`src/rtl/sym_strobe_gen_pkg.sv`:
```
// Shared definitions for the sym_strobe_gen strobe generator.
// Optional slip counter is enabled by defining SYM_STROBE_GEN_SLIP_CNT_EN.
package sym_strobe_gen_pkg;

  localparam int SAMP_DIV_DEF = 4;
  localparam int UPS_DEF      = 4;
  localparam int SLIP_CNT_W   = 8;

  // Counter width for a modulo-n count; never narrower than one bit.
  function automatic int pw_of(input int n);
    return (n <= 2) ? 1 : $clog2(n);
  endfunction

endpackage

```
`src/rtl/sym_strobe_gen_if.sv`:
```
// Control/strobe bundle between sym_strobe_gen and its consumers.
// slip/slip_cnt exist only when SYM_STROBE_GEN_SLIP_CNT_EN is defined.
interface sym_strobe_gen_if #(
  parameter int PW = 4,
  parameter int IW = 2
);
  logic          run;
  logic          sync;
  logic [PW-1:0] phase;
  logic [IW-1:0] samp_idx;
  logic          samp_en;
  logic          sym_en;
`ifdef SYM_STROBE_GEN_SLIP_CNT_EN
  logic          slip;
  logic [7:0]    slip_cnt;
`endif

  modport master (
    input  run, sync,
    output phase, samp_idx, samp_en, sym_en
`ifdef SYM_STROBE_GEN_SLIP_CNT_EN
    , output slip, slip_cnt
`endif
  );

  modport slave (
    output run, sync,
    input  phase, samp_idx, samp_en, sym_en
`ifdef SYM_STROBE_GEN_SLIP_CNT_EN
    , input slip, slip_cnt
`endif
  );
endinterface

```
`src/rtl/sym_strobe_gen_mod_cnt.sv`:
```
// Modulo-N counter with enable, synchronous clear-to-zero and wrap flag.
module mod_cnt
  import sym_strobe_gen_pkg::*;
#(
  parameter int N = 4,
  localparam int W = pw_of(N)
) (
  input  logic         clk,
  input  logic         reset_n,
  input  logic         en,
  input  logic         clr,
  output logic [W-1:0] cnt,
  output logic [W-1:0] nxt,
  output logic         wrap
);

  localparam logic [W-1:0] LAST = W'(N - 1);

  always_comb begin
    wrap = en && !clr && (cnt == LAST);
    nxt  = cnt;
    if (clr)
      nxt = '0;
    else if (en)
      nxt = (cnt == LAST) ? '0 : cnt + W'(1);
  end

  always_ff @(posedge clk or negedge reset_n) begin
    if (!reset_n)
      cnt <= '0;
    else
      cnt <= nxt;
  end

endmodule

```
`src/rtl/sym_strobe_gen.sv`:
```
// Sample/symbol enable strobe generator with run gating, strobe offset and sync.
// Define SYM_STROBE_GEN_SLIP_CNT_EN to add the slip pulse and saturating slip_cnt.
module sym_strobe_gen
  import sym_strobe_gen_pkg::*;
#(
  parameter int SAMP_DIV = SAMP_DIV_DEF,
  parameter int UPS      = UPS_DEF,
  parameter int STRB_OFS = 0,
  localparam int TOTAL   = SAMP_DIV * UPS,
  localparam int PW      = pw_of(TOTAL),
  localparam int IW      = pw_of(UPS),
  localparam int SW      = pw_of(SAMP_DIV)
) (
  input logic              clk,
  input logic              reset_n,
  sym_strobe_gen_if.master bus
);

  localparam logic [SW-1:0] OFS_W   = SW'(STRB_OFS);
  localparam logic [PW-1:0] SD_W    = PW'(SAMP_DIV);
  localparam logic [PW-1:0] LAST_PH = PW'(TOTAL - 1);

  logic [SW-1:0] cnt_s, nxt_s;
  logic [IW-1:0] cnt_i, nxt_i;
  logic          wrap_s;
  logic          idx_wrap_unused;
  logic          adv;
  logic          strb_hit;

  mod_cnt #(.N(SAMP_DIV)) u_samp_cnt (
    .clk     (clk),
    .reset_n (reset_n),
    .en      (bus.run),
    .clr     (bus.sync),
    .cnt     (cnt_s),
    .nxt     (nxt_s),
    .wrap    (wrap_s)
  );

  mod_cnt #(.N(UPS)) u_idx_cnt (
    .clk     (clk),
    .reset_n (reset_n),
    .en      (wrap_s),
    .clr     (bus.sync),
    .cnt     (cnt_i),
    .nxt     (nxt_i),
    .wrap    (idx_wrap_unused)
  );

  // Strobes only accompany a phase that was freshly entered, never a held one.
  assign adv      = bus.run | bus.sync;
  assign strb_hit = adv && (nxt_s == OFS_W);

  assign bus.samp_idx = cnt_i;

  always_ff @(posedge clk or negedge reset_n) begin
    if (!reset_n) begin
      bus.phase   <= '0;
      bus.samp_en <= 1'b0;
      bus.sym_en  <= 1'b0;
    end else begin
      bus.phase   <= PW'(nxt_i) * SD_W + PW'(nxt_s);
      bus.samp_en <= strb_hit;
      bus.sym_en  <= strb_hit && (nxt_i == '0);
    end
  end

`ifdef SYM_STROBE_GEN_SLIP_CNT_EN
  logic natural_zero;

  // A sync is harmless when the phase would have landed on 0 anyway.
  assign natural_zero = (bus.run && (bus.phase == LAST_PH)) ||
                        (!bus.run && (bus.phase == '0));

  always_ff @(posedge clk or negedge reset_n) begin
    if (!reset_n) begin
      bus.slip     <= 1'b0;
      bus.slip_cnt <= '0;
    end else begin
      bus.slip <= bus.sync && !natural_zero;
      if (bus.sync && !natural_zero && (bus.slip_cnt != 8'hFF))
        bus.slip_cnt <= bus.slip_cnt + 8'd1;
    end
  end
`else
  logic last_ph_unused;
  assign last_ph_unused = ^LAST_PH;
`endif

endmodule

```
`src/flat_wrapper.sv`:
```
// flat-port wrapper written by rule: the top's interface ports become plain ports
module sym_strobe_gen_flat import sym_strobe_gen_pkg::*;
#(
  parameter int SAMP_DIV = SAMP_DIV_DEF,
  parameter int UPS      = UPS_DEF,
  parameter int STRB_OFS = 0,
  localparam int TOTAL   = SAMP_DIV * UPS,
  localparam int PW      = pw_of(TOTAL),
  localparam int IW      = pw_of(UPS),
  localparam int SW      = pw_of(SAMP_DIV)
)
  (clk, reset_n, bus_run, bus_sync, bus_phase, bus_samp_idx, bus_samp_en, bus_sym_en);
  sym_strobe_gen_if #(.PW(4), .IW(2)) bus_i ();
  input logic clk;
  input logic reset_n;
  input wire logic [$bits(bus_i.run)-1:0] bus_run;
  input wire logic [$bits(bus_i.sync)-1:0] bus_sync;
  output wire logic [$bits(bus_i.phase)-1:0] bus_phase;
  output wire logic [$bits(bus_i.samp_idx)-1:0] bus_samp_idx;
  output wire logic [$bits(bus_i.samp_en)-1:0] bus_samp_en;
  output wire logic [$bits(bus_i.sym_en)-1:0] bus_sym_en;
  assign bus_i.run = bus_run;
  assign bus_i.sync = bus_sync;
  assign bus_phase = bus_i.phase;
  assign bus_samp_idx = bus_i.samp_idx;
  assign bus_samp_en = bus_i.samp_en;
  assign bus_sym_en = bus_i.sym_en;
  sym_strobe_gen #(.SAMP_DIV(SAMP_DIV), .UPS(UPS), .STRB_OFS(STRB_OFS)) u_core (.clk(clk), .reset_n(reset_n), .bus(bus_i));
endmodule
```
`config.mk`:
```
export PLATFORM = sky130hd
export DESIGN_NAME = sym_strobe_gen_flat
export DESIGN_NICKNAME = d
export VERILOG_FILES = /design/src/rtl/sym_strobe_gen_pkg.sv /design/src/rtl/sym_strobe_gen_if.sv /design/src/rtl/sym_strobe_gen_mod_cnt.sv /design/src/rtl/sym_strobe_gen.sv /design/src/flat_wrapper.sv
export SDC_FILE = /design/constraint.sdc
export NUM_CORES = 1
export LEC_CHECK = 0
export ABC_AREA = 1
export CORE_AREA = 3 3 40 42
export DETAILED_ROUTE_END_ITERATION = 16
export DIE_AREA = 0 0 43 45
export DONT_BUFFER_PORTS = 1
export GPL_TIMING_DRIVEN = 1
export PLACE_DENSITY = 0.41
export RECOVER_POWER = 25
export SYNTH_ARGS = -nofsm -noshare
export SYNTH_HDL_FRONTEND = slang
export SYNTH_SLANG_ARGS = --single-unit
```
`constraint.sdc`:
```
create_clock -name clk -period 2.8 [get_ports clk]
set_clock_uncertainty 0.05 [all_clocks]
set_input_delay 0.28 -clock clk [delete_from_list [all_inputs] [get_ports clk]]
set_output_delay 0.28 -clock clk [all_outputs]
set_load 0.01 [all_outputs]
```
==> results of run 1 <==
-- placed cells by master, fill, tap and decap left out --
master / count
nor2_2: 1
nand3_1: 3
nor2_1: 2
o211ai_1: 1
inv_2: 3
nor2_4: 1
nand2_1: 9
clkbuf_4: 3
ha_1: 2
nand3_2: 1
dfrtp_1: 6
nand2_2: 2
dlygate4sd3_1: 1
nand4_1: 1
inv_1: 5
-- power groups by stage --
stage / registers (mW) / logic (mW) / clock network, mW
2_1_floorplan: 0.101 / 0.0121 / 0
3_3_place_gp: 0.102 / 0.0137 / 0
3_5_place_dp: 0.102 / 0.0140 / 0
4_1_cts: 0.101 / 0.0169 / 0.0806
5_1_grt: 0.101 / 0.0192 / 0.0914
6_report: 0.101 / 0.0163 / 0.0763
-- registers in the layout, summed over array words and instances (netlist names) --
| register | count |
|---|---|
| u_core.bus.sym_en | 1 |
| u_core.bus.phase | 3 |
| u_core.bus.samp_en | 1 |
| u_core.u_idx_cnt.cnt | 1 |
-- what timing repair did --
item | 4_1_cts | 5_1_grt
hold buffers | 1 | 0
gates resized for setup | 0 | 0
endpoints found under the hold margin | 6 | 0
-- cells in the mapped netlist, drive strengths merged --
library cell	number	area share, %
buf	2	4.5
nand4	1	1.9
nand2	11	14
nor2	4	7.6
nand3	4	7.6
o211ai	1	2.3
dfrtp	6	45
inv	8	9.1
ha	2	7.6
-- worst register-to-register path: cells and delay by family (launching register included) --
kind          cells  cell delay, ps
flops             1             480
fa+ha+maj         1             330
simple gates      4             280
buf+inv           1              30
-- layer usage --
layer,up-vias,track usage [%],wire length [um]
met5,-,0,0
met4,0,9.04,0
met3,0,2.79,28
met2,5,13.5,373
met1,118,8.09,239
li1,124,-,-
-- logic make-up (layout without fill, tap and decap cells) --
logic type                 after synthesis  in the layout  synth area share (%)
and+or+nand+nor                         20             20                  31.1
buffers and inverters                   10             12                  13.6
DFF                                      6              6                  45.5
adders and majority gates                2              2                  7.57
AOI/OAI and AO/OA                        1              1                  2.27
-- stage by stage --
stage	cell area (sq um)	util (%)	hold slack (ps)	setup slack, ps
after global routing	367	28.5	174	1410
final	367	28.5	171	1510
after CTS	367	28.5	168	1490
after detailed placement	334	26.0	-65.4	1490
after global placement	334	26.0	-65.4	1530
after floorplan	330	-	-65.6	1630
-- final timing paths --
| check | startpoint | endpoint |
|---|---|---|
| setup / recovery | u_core.u_idx_cnt.cnt[0]$_DFF_PN0_ | u_core.bus.sym_en$_DFF_PN0_ |
| hold / removal | bus_sync | u_core.bus.phase[1]$_DFF_PN0_ |
| setup reg to reg | u_core.u_idx_cnt.cnt[0]$_DFF_PN0_ | u_core.bus.sym_en$_DFF_PN0_ |
| hold reg to reg | u_core.bus.phase[1]$_DFF_PN0_ | u_core.bus.phase[1]$_DFF_PN0_ |
| max in group asynchronous | reset_n | u_core.bus.phase[0]$_DFF_PN0_ |
| min in group asynchronous | reset_n | u_core.bus.sym_en$_DFF_PN0_ |
-- area by class of cell --
cell class	count	area [sq um]
Sequential cell	6	150
Timing Repair Buffer	1	10.0
Inverter	8	30.0
Tap cell	15	18.8
Fill cell	143	918
Clock buffer	3	22.5
Multi-Input combinational cell	23	135
==> results.ini, run 1 <==
[global_routing]
grt_pass1_wl_um=1100
first_global_vias=265
grtUsageTotal_pct=8.38
grt_antenna_before_repair=0
grt_overflow_total=0
grt_max_degree=7

[placed_design]
globalplace.congestion=0.704
io_buffer_count=0
place_hpwl_um=561
place_inst=52

[cts]
cts_buffers=3
cts_buffer_depth=2
cts-root-buf=clkbuf_4
cts_tree=yes
clk_latency_ps=240
htreeDepth=1
cts_sinks=6
post_cts_buffers=0
cts.clk_slew.worst_paths_ps=40

[pwr]
seqPwrFrac_pct=52.2
peakVddDrop_uv=192
combPwrFrac_pct=8.4
pwr_density_cell_mw_per_mm2=528
internal_power_uw=148
leakage_nw=0.199
switchingPower_uw=45.7
p_clk_share_pct=39.4
netSwitchingFraction_pct=23.6
power_uw=194

[hold_path]
hp-class=in -> reg
hold_depth=3

[floorplanning]
core_sq_mm=0.00128
num_rows=13
initial_core_util_pct=25.7
dieArea_sq_mm=0.00194
die_h_um=45
fp.dieW_um=43
num_io_pins=12

[worst_setup_path]
cp_cell_sequence=ha_1 -> nand4_1 -> nand2_2 -> inv_2 -> nand2_2 -> nor2_2
reg2reg_slack_ps=1510
max_stage_delay_ps=480
critPathMaxFanout=5
path_buf_inv=1
cp.arrival_ps=1360
cp_slowest_cell=dfrtp_1
setup.worst_path.class=reg -> reg
path_common_cell=nand2_2
crit_required_ps=2870
reg2regPathDepth=6
critPathTopFamily=flip-flops
critical_path_depth=6
start_kind=flop
cp-end-kind=flop

[timing]
worstMarginPinSlew_ps=293
relSlewSlack_pct=80.4
hold_viol=0
period_needed_ps=1290
drv_slew=0
setup_viol_count_final=0
rsz0062_at_grt=false
setup_tns_ps=0
timing.final.crit_share_pct=46.2
fmax_mhz=773

[drt]
via_per_inst=4.41
drt_iter0_markers=2
route.vias.total=247
drc=0
drt_first_pass_iters=3
wire_per_inst_um=11.5
drt-total-wl_um=642
drtAntennaViolNets=0

[synthesis]
syn-num-nets=45
syn_area_per_cell_sq_um=8.47
ys_warn_count=0
synth_seq_area_share_pct=45.5
synth.distinct_cells=14
synth_area_sq_um=330
ys_ff_latch=6
netlist_instances=39

[layout]
nets=49
antenna_cells=0
area_growth_pct=11.0
layout-drive-gt1-share_pct=26.8
finalNonFillerCells=56

[outcome]
status=completed

[flow_run]
max_cap_violations=0

(Power assumes the default switching activity.)
==> run 2, diff against run 1 <==
--- a/config.mk
+++ b/config.mk
@@ -11,7 +11,7 @@
 export DIE_AREA = 0 0 43 45
 export DONT_BUFFER_PORTS = 1
 export GPL_TIMING_DRIVEN = 1
-export PLACE_DENSITY = 0.41
+export PLACE_DENSITY = 0.42
 export RECOVER_POWER = 25
 export SYNTH_ARGS = -nofsm -noshare
 export SYNTH_HDL_FRONTEND = slang
==> constraint.sdc (replaced) <==
create_clock -name clk -period 1.12 [get_ports clk]
set_clock_uncertainty 0.05 [all_clocks]
set_input_delay 0.112 -clock clk [delete_from_list [all_inputs] [get_ports clk]]
set_output_delay 0.112 -clock clk [all_outputs]
set_load 0.01 [all_outputs]
==> run 2 against run 1 <==
The flow now finishes with violations (setup timing). Register-to-register slack worse by 1500 ps. Clock power grew 150%. Maximum frequency is 15% higher. Critical path depth down 1. Sequential share of layout area fell by 8.1 points. Count of clock-buffer cells in the layout is the same. Final area rose by 25%. Highest routed layer unchanged.
==> results.ini, run 2 (synthesis results as in run 1) <==
[cts]
cts-root-buf=clkbuf_4  ; unchanged
htreeDepth=1  ; unchanged
cts_buffer_depth=2  ; unchanged
clk_latency_ps=240  ; about the same
cts_sinks=6  ; unchanged
cts_buffers=3  ; unchanged
cts.clk_slew.worst_paths_ps=40  ; about the same
cts_tree=yes  ; unchanged

[drt]
route.vias.total=290  ; was 247
drt-total-wl_um=699  ; was 642 um
drt_iter0_markers=5  ; was 2
drc=0  ; unchanged
drt_first_pass_iters=4  ; was 3
via_per_inst=4.46  ; was 4.41
drtAntennaViolNets=0  ; unchanged
wire_per_inst_um=10.8  ; was 11.5 um

[pwr]
power_uw=517  ; was 194 uW
leakage_nw=0.243  ; was 0.199 nW
seqPwrFrac_pct=47.7  ; was 52.2%
p_clk_share_pct=36.6  ; was 39.4%
netSwitchingFraction_pct=23.8  ; was 23.6%
switchingPower_uw=123  ; was 45.7 uW
combPwrFrac_pct=15.8  ; was 8.4%
internal_power_uw=394  ; was 148 uW
pwr_density_cell_mw_per_mm2=1130  ; was 528 mW/mm^2
peakVddDrop_uv=549  ; was 192 uV

[timing]
hold_viol=0  ; unchanged
worst_slack_ps=-8.21  ; was 1510 ps
relSlewSlack_pct=80.7  ; was 80.4%
timing.final.crit_share_pct=101  ; was 46.2%
whs_ps=17.3  ; was 171 ps
rsz0062_at_grt=true  ; was false
period_needed_ps=1130  ; was 1290 ps
drv_slew=0  ; unchanged
fmax_mhz=886  ; was 773 MHz
setup_viol_count_final=2  ; was 0
worstMarginPinSlew_ps=289  ; was 293 ps

[worst_setup_path]
critPathTopFamily=flip-flops  ; unchanged
cp_slowest_cell=dfrtp_1  ; unchanged
cp-end-kind=flop  ; unchanged
crit_required_ps=1180  ; was 2870 ps
cp.arrival_ps=1190  ; was 1360 ps
cp_cell_sequence=ha_4 -> nor2_2 -> nand2_1 -> o211ai_1 -> inv_1  ; was ha_1 -> nand4_1 -> nand2_2 -> inv_2 -> nand2_2 -> nor2_2
critPathMaxFanout=4  ; was 5
setup.worst_path.class=reg -> reg  ; unchanged
max_stage_delay_ps=400  ; was 480 ps
start_kind=flop  ; unchanged
path_buf_inv=1  ; unchanged

[hold_path]
hp-class=in -> reg  ; unchanged

[outcome]
status=finished with violations  ; was completed
violations=setup timing

[floorplanning]
dieArea_sq_mm=0.00194  ; unchanged
core_sq_mm=0.00128  ; unchanged
die_h_um=45  ; unchanged
fp.dieW_um=43  ; unchanged
num_rows=13  ; unchanged
initial_core_util_pct=25.7  ; unchanged
num_io_pins=12  ; unchanged

[placed_design]
io_buffer_count=0  ; unchanged
place_inst=57  ; was 52
dp_slack_ps=-17.0  ; was 1490 ps
place_hpwl_um=519  ; was 561 um
globalplace.congestion=0.713  ; was 0.704

[global_routing]
grtUsageTotal_pct=8.47  ; was 8.38%
grt_antenna_before_repair=0  ; unchanged
grt_max_degree=7  ; unchanged
grt_overflow_total=0  ; unchanged
first_global_vias=310  ; was 265
grt_pass1_wl_um=1180  ; was 1100 um

[layout]
area_growth_pct=38.3  ; was 11.0%
mostFrequentLayoutCells=nand2_1, buf_4, dfrtp_1, inv_1  ; was nand2_1, dfrtp_1, inv_1
largest_reg_flops=3  ; unchanged
nets=58  ; was 49
finalNonFillerCells=65  ; was 56
final_util_pct=35.5  ; was 28.5%
regMostFlops=u_core.bus.phase  ; unchanged
mostFrequentLayoutCell=nand2_1  ; unchanged
nFillCells=137  ; was 143
antenna_cells=0  ; unchanged
layout-drive-gt1-share_pct=42.0  ; was 26.8%

[flow_run]
max_cap_violations=0  ; unchanged

-- run 2: final timing paths --
check                                              startpoint  slack [ps]                       endpoint  depth (start not counted)
worst max-delay path            u_core.bus.phase[1]$_DFF_PN0_          -8   u_core.bus.samp_en$_DFF_PN0_                          5
min in group asynchronous                             reset_n         130    u_core.bus.sym_en$_DFF_PN0_                          1
worst min register to register  u_core.bus.phase[0]$_DFF_PN0_         600  u_core.bus.phase[1]$_DFF_PN0_                          3
worst max register to register  u_core.bus.phase[1]$_DFF_PN0_          -8   u_core.bus.samp_en$_DFF_PN0_                          5
max in group asynchronous                             reset_n         680  u_core.bus.phase[1]$_DFF_PN0_                          1
worst min-delay path                                 bus_sync          20  u_core.bus.phase[0]$_DFF_PN0_                          3
-- run 2: power by group through the flow --
stage | Combinational (mW) | Sequential [mW] | Clock, mW
2_1_floorplan | 0.0322 | 0.254 | 0
5_1_grt | 0.0891 | 0.248 | 0.218
6_report | 0.0816 | 0.246 | 0.189
3_3_place_gp | 0.0535 | 0.250 | 0
4_1_cts | 0.0806 | 0.247 | 0.203
3_5_place_dp | 0.0563 | 0.250 | 0
-- run 2: layer usage --
metal	GRT usage (%)	part of all wire [%]	vias up
li1	-	-	142
met1	7.88	36	128
met2	15.3	51	20
met3	6.77	13	0
met4	0.602	0	0
met5	0	0	-
-- run 2: per-stage QoR --
| stage | instance area (sq um) | TNS (ps) |
|---|---|---|
| after floorplan | 343 | -20.6 |
| after global placement | 384 | -0.998 |
| after detailed placement | 384 | -31.5 |
| after CTS | 454 | -13.0 |
| after global routing | 457 | -145 |
| final | 457 | -15.4 |
-- run 2: area by class of cell --
cell class | instances | area [sq um] | share of cell area [%]
clock buffers | 3 | 22.5 | 4.93
well taps | 15 | 18.8 | 4.11
inverters | 8 | 30.0 | 6.58
flip-flops and latches | 6 | 150 | 32.9
multi-input cells | 23 | 153 | 33.4
repair buffers | 10 | 82.6 | 18.1
-- run 2: repair_timing --
item | in CTS | in global routing
hold buffers | 3 | 0
pin swaps | 2 | 2
endpoints found under the setup margin | 2 | 2
endpoints found under the hold margin | 8 | 0
resized for setup | 1 | 1
setup buffers | 2 | 0
-- run 2: worst min-delay path, stage by stage --
cell	delay (ps)
inv_2	40
nand3_1	60
nand2_1	50
==> run 3, diff against run 2 <==
--- a/config.mk
+++ b/config.mk
@@ -6,7 +6,10 @@
 export NUM_CORES = 1
 export LEC_CHECK = 0
 export ABC_AREA = 1
+export ABC_CLOCK_PERIOD_IN_PS = 1120
+export CAP_MARGIN = 40
 export CORE_AREA = 3 3 40 42
+export CTS_CLUSTER_SIZE = 40
 export DETAILED_ROUTE_END_ITERATION = 16
 export DIE_AREA = 0 0 43 45
 export DONT_BUFFER_PORTS = 1
==> results of run 3 <==
Final layout, timing and power as in run 2 (identical DEF).
